$ cat src/rtl/dcache_ctrl.sv
// Sequencing FSM for a direct-mapped data-cache tag array: init sweep, hit check, dirty writeback, line refill.
// Optional hit/miss/writeback counters are compiled in with `define DCACHE_CTRL_PERF_EN.
module dcache_ctrl #(
  parameter int IDX_W      = 7,
  parameter int TAG_W      = 20,
  parameter int OFF_W      = 5,
  parameter int LINE_WORDS = 8
) (
  input  logic                          clk,
  input  logic                          resetn,
  input  logic                          cpu_req,
  input  logic                          cpu_wr,
  input  logic [31:0]                   cpu_addr,
  output logic                          cpu_addr_ok,
  output logic                          cpu_data_ok,
  output logic                          tag_wen,
  output logic                          valid_wen,
  output logic                          dirty_wen,
  output logic [IDX_W-1:0]              qidx,
  output logic [IDX_W-1:0]              widx,
  output logic [TAG_W-1:0]              tag_query,
  output logic [TAG_W-1:0]              tag_write,
  output logic                          valid_in,
  output logic                          dirty_in,
  input  logic                          hit,
  input  logic [TAG_W-1:0]              tag_out,
  input  logic                          valid_out,
  input  logic                          dirty_out,
  output logic                          wr_req,
  output logic [31:0]                   wr_addr,
  input  logic                          wr_rdy,
  input  logic                          wr_done,
  output logic                          rd_req,
  output logic [31:0]                   rd_addr,
  input  logic                          rd_rdy,
  input  logic                          ret_valid,
  input  logic                          ret_last,
  output logic                          refill_we,
  output logic [$clog2(LINE_WORDS)-1:0] refill_word,
  output logic                          busy
`ifdef DCACHE_CTRL_PERF_EN
  ,
  output logic [31:0]                   perf_hit,
  output logic [31:0]                   perf_miss,
  output logic [31:0]                   perf_wb
`endif
);

  localparam int WORD_W = $clog2(LINE_WORDS);

  typedef enum logic [2:0] {
    S_INIT,
    S_IDLE,
    S_LOOKUP,
    S_WB_REQ,
    S_WB_WAIT,
    S_RF_REQ,
    S_REFILL,
    S_UPDATE
  } state_t;

  state_t             state;
  logic [IDX_W:0]     init_cnt;
  logic               req_wr;
  logic [IDX_W-1:0]   req_idx;
  logic [TAG_W-1:0]   req_tag;
  logic [TAG_W-1:0]   victim_tag;
  logic               unused_offset;

  assign unused_offset = ^cpu_addr[OFF_W-1:0];

  // Handshake and query mux are decoded from the state register; write strobes are registered.
  assign cpu_addr_ok = (state == S_IDLE);
  assign busy        = (state != S_IDLE);
  assign wr_req      = (state == S_WB_REQ);
  assign rd_req      = (state == S_RF_REQ);
  assign refill_we   = (state == S_REFILL) && ret_valid;
  assign qidx        = (state == S_IDLE) ? cpu_addr[OFF_W +: IDX_W] : req_idx;
  assign tag_query   = (state == S_IDLE) ? cpu_addr[OFF_W+IDX_W +: TAG_W] : req_tag;
  assign wr_addr     = {victim_tag, req_idx, {OFF_W{1'b0}}};
  assign rd_addr     = {req_tag, req_idx, {OFF_W{1'b0}}};

  always_ff @(posedge clk or negedge resetn) begin
    if (!resetn) begin
      state       <= S_INIT;
      init_cnt    <= '0;
      req_wr      <= 1'b0;
      req_idx     <= '0;
      req_tag     <= '0;
      victim_tag  <= '0;
      refill_word <= '0;
      cpu_data_ok <= 1'b0;
      tag_wen     <= 1'b0;
      valid_wen   <= 1'b0;
      dirty_wen   <= 1'b0;
      widx        <= '0;
      tag_write   <= '0;
      valid_in    <= 1'b0;
      dirty_in    <= 1'b0;
    end else begin
      cpu_data_ok <= 1'b0;
      tag_wen     <= 1'b0;
      valid_wen   <= 1'b0;
      dirty_wen   <= 1'b0;
      case (state)
        // Extra counter bit gives one spare cycle so the last clear does not overlap IDLE.
        S_INIT: begin
          if (!init_cnt[IDX_W]) begin
            valid_wen <= 1'b1;
            dirty_wen <= 1'b1;
            valid_in  <= 1'b0;
            dirty_in  <= 1'b0;
            widx      <= init_cnt[IDX_W-1:0];
            init_cnt  <= init_cnt + (IDX_W+1)'(1);
          end else begin
            state <= S_IDLE;
          end
        end
        S_IDLE: begin
          if (cpu_req) begin
            req_wr  <= cpu_wr;
            req_idx <= cpu_addr[OFF_W +: IDX_W];
            req_tag <= cpu_addr[OFF_W+IDX_W +: TAG_W];
            state   <= S_LOOKUP;
          end
        end
        S_LOOKUP: begin
          if (hit) begin
            cpu_data_ok <= 1'b1;
            if (req_wr) begin
              dirty_wen <= 1'b1;
              dirty_in  <= 1'b1;
              widx      <= req_idx;
            end
            state <= S_IDLE;
          end else if (valid_out && dirty_out) begin
            victim_tag <= tag_out;
            state      <= S_WB_REQ;
          end else begin
            state <= S_RF_REQ;
          end
        end
        S_WB_REQ: begin
          if (wr_rdy) begin
            state <= wr_done ? S_RF_REQ : S_WB_WAIT;
          end
        end
        S_WB_WAIT: begin
          if (wr_done) begin
            state <= S_RF_REQ;
          end
        end
        S_RF_REQ: begin
          if (rd_rdy) begin
            refill_word <= '0;
            state       <= S_REFILL;
          end
        end
        S_REFILL: begin
          if (ret_valid) begin
            refill_word <= refill_word + WORD_W'(1);
            if (ret_last) begin
              tag_wen     <= 1'b1;
              valid_wen   <= 1'b1;
              dirty_wen   <= 1'b1;
              widx        <= req_idx;
              tag_write   <= req_tag;
              valid_in    <= 1'b1;
              dirty_in    <= req_wr;
              cpu_data_ok <= 1'b1;
              state       <= S_UPDATE;
            end
          end
        end
        S_UPDATE: begin
          state <= S_IDLE;
        end
        default: begin
          state <= S_INIT;
        end
      endcase
    end
  end

`ifdef DCACHE_CTRL_PERF_EN
  always_ff @(posedge clk or negedge resetn) begin
    if (!resetn) begin
      perf_hit  <= '0;
      perf_miss <= '0;
      perf_wb   <= '0;
    end else if (state == S_LOOKUP) begin
      if (hit) begin
        perf_hit <= perf_hit + 32'd1;
      end else begin
        perf_miss <= perf_miss + 32'd1;
        if (valid_out && dirty_out) begin
          perf_wb <= perf_wb + 32'd1;
        end
      end
    end
  end
`endif

endmodule

$ cat config.mk
export PLATFORM = sky130hd
export DESIGN_NAME = dcache_ctrl
export DESIGN_NICKNAME = d
export VERILOG_FILES = /design/src/rtl/dcache_ctrl.sv
export SDC_FILE = /design/constraint.sdc
export NUM_CORES = 1
export LEC_CHECK = 0
export CORE_MARGIN = 5
export CORE_UTILIZATION = 45
export DETAILED_ROUTE_END_ITERATION = 16
export PLACE_DENSITY = 0.86
export SETUP_SLACK_MARGIN = 0.05
export SLEW_MARGIN = 20
export SYNTH_ARGS = -nofsm -noshare
export SYNTH_HDL_FRONTEND = slang
export SYNTH_SLANG_ARGS = --single-unit
$ cat constraint.sdc
create_clock -name clk -period 3.9 [get_ports clk]
set_clock_uncertainty 0.05 [all_clocks]
set_input_delay 0.39 -clock clk [delete_from_list [all_inputs] [get_ports clk]]
set_output_delay 0.39 -clock clk [all_outputs]
set_load 0.02 [all_outputs]
==> metrics.txt <==
outcome completed; net switching power about 0.0022 W; core area 0.00933 mm²; maximum clock rate a little over 300 MHz; final wirelength 10.7 mm; fin crit period roughly 3.2 ns; post-cts sizing count 0; nets@finish roughly 550; Setup Buffers After CTS 0; via count slightly above 3000; Yosys reg bits between 90 and 100; critical-path cell list nand2b_1, nor2_4, mux2_2, clkdlybuf4s50_1; number of flops mapped to enable cells by yosys 0; Core Util, Final between 60% and 70%; CP Class flop to output pin; Area Growth Syn to Fin 46.8%; critical path fanouts, max 29; CTS buffer count 9; layout cell share with drive strength beyond 1 28.1%; Rows 35; asr flop ratio synth 100%; grt ovf 0; setup ws final 0.665 ns; Total GRT Usage between 15 and 20%; RSZ-0062 raised after global routing false; TritonCTS Sinks 95; CP Launch Type flop; 1st-iter DRT viols between 50 and 60; most common cell after layout, fill and taps aside clkdlybuf4s50_1; area of the multi-input gates ~0.0018 mm²; total negative slack 0 ns; worst min path class input pin to async pin; Critical Path RT 3.46 ns; final hold vios 0; most frequent cells in the layout 179 x clkdlybuf4s50_1, 113 x mux2_2, 95 x dfrtp_1; Avg Cell Area, Syn ~14 µm²; Starting Density a little under half; number of I/O port buffers 180; area of the mapped netlist about 0.0043 mm²; critical path's top delay family simple AND/OR/NAND/NOR gates; Slew Limit Fails 0; initial antenna violation count 0; power share of the clock group a little under an eighth; Seq pwr share a little under a third; sequential fraction of the synthesis area 55.0%; Internal around 0.0035 W; DRC 0; CP max stage cell nor2_4; post-synthesis cell count roughly 310; CTS HTree Levels 3; Leak between 2 and 3 nW; reg2reg setup slack 1.24 ns; final count of negative-setup-slack endpoints 0; Combinational Power Share a little under three fifths; Post-DRT Antenna Nets 0; max-cap viol count 0; drt wl/cell 17.3 µm; CTS Buffer Depth 2; Tot Pwr 0.00572 W; Fill cells 710; Boundary Pins ~200; drt first pass iters 4; largest net degree at the start of global routing 61; Place WS roughly 1.0 ns; Die ar. between 0.01 and 0.015 mm²; Sw Ratio roughly two fifths; Skew-Pair Late Insertion Delay 0.35 ns; worst rel slew slack approximately 28%; Synth warnings 0; crit path DAT ~2.8 ns; number of global-route vias before repair approximately 3200; Root Buffer clkbuf_8; die width approximately 110 µm; Final GP Congestion ~0.75; Reg area between 0.002 and 0.0025 mm²; first-pass GRT wire length 16.5 mm; Hold WS between 0.04 and 0.05 ns; Tcrit/Tclk final a little over 80%; ys flop type dfrtp_1; Yosys cell types 32; Vias/cell between 4 and 5; crit path capture type output pin; Post-DP HPWL between 8 and 9 mm; Max stage delay on crit path ~0.7 ns; Worst-path clk slew about 0.090 ns; Pwr Density 900 mW/mm²; Die H ~110 µm; CTS tree done; Post-CTS Hold Buffers 0; buffers and inverters on the worst path 1; # diodes 0; peak supply drop approximately 0.52 mV; slew of the pin with the lowest slew margin approximately 1.1 ns
## stage by stage
step,cells,instance area [µm²]
after floorplan,320,4360
after global placement,601,6140
after detailed placement,601,6140
after CTS,617,6350
after global routing,617,6350
final,617,6350
## sequential cells by signal, indices dropped and copies added (netlist names)
signal / cells
req_wr: 1
dirty_in: 1
tag_write: 20
state: 3
req_idx: 7
dirty_wen: 1
valid_wen: 1
valid_in: 1
init_cnt: 8
req_tag: 20
widx: 7
refill_word: 3
tag_wen: 1
cpu_data_ok: 1
victim_tag: 20
## logic make-up (layout without fill, tap and decap cells)
group / count (synthesis) / after routing / share of synthesized area, %
AOI/OAI and AO/OA: 15 / 15 / 2.60
xor gates and xnor gates: 8 / 8 / 1.62
adders and majority gates: 2 / 2 / 0.578
buffers and inverters: 38 / 206 / 5.50
DFF: 95 / 95 / 55.0
muxes: 115 / 115 / 29.9
other: 1 / 10 / 0.0867
and+or+nand+nor: 37 / 37 / 4.77
## layer usage
metal / vias to the layer above / share of wire, % / global-route usage [%]
li1: 1415 / - / -
met5: - / 0 / 0
met1: 1512 / 41 / 21.8
met3: 10 / 6.7 / 3.94
met2: 114 / 52 / 32.2
met4: 0 / 0.90 / 5.05
## final timing paths
kind | from | endpoint | cells past startpoint
min in group clk | init_cnt[6] | init_cnt[6] | 1
worst max-delay path | state[1] | tag_query[12] | 4
max in group asynchronous | resetn | req_tag[2] | 2
worst max register to register | state[1] | victim_tag[0] | 3
worst min-delay path | resetn | tag_write[12] | 1
worst min register to register | init_cnt[6] | init_cnt[6] | 1
## synth_stat cells (2+ instances only)
cell type / count / area share [%]
a21oi_1: 3 / 0.35
and2_1: 2 / 0.29
and3_1: 2 / 0.29
buf_2: 10 / 1.2
buf_4: 20 / 3.5
dfrtp_1: 95 / 55
ha_1: 2 / 0.58
inv_1: 6 / 0.52
mux2_2: 113 / 29
mux2i_1: 2 / 0.46
nand2_1: 11 / 0.95
nand2b_1: 2 / 0.29
nand3_1: 4 / 0.46
nand4_1: 7 / 1.0
nor2_1: 4 / 0.35
o21ai_0: 6 / 0.69
xnor2_1: 6 / 1.2
xor2_1: 2 / 0.41
## worst register-to-register path, stage by stage (launching register included)
cell     delay [ns]
dfrtp_1        0.53
nor2b_4        0.44
nand4_1        0.92
mux2_2         0.62
## power by group through the flow
stage	Sequential [W]	Clock [W]	Combinational [W]
floorplan	0.00214	0	0.00145
global placement	0.00175	0	0.00325
detailed placement	0.00179	0	0.00332
CTS	0.00177	0.000688	0.00333
global route	0.00184	0.000729	0.00346
finish	0.00176	0.000672	0.00328
## area by class of cell
type	instances	share of cell area (%)
inverter	6	0.355
timing repair buffer	184	28.8
clock buffer	12	2.44
tap	129	2.54
sequential	95	37.4
clock inverter	4	0.847
multi-input combinational	187	27.6
(Power assumes the default switching activity.)
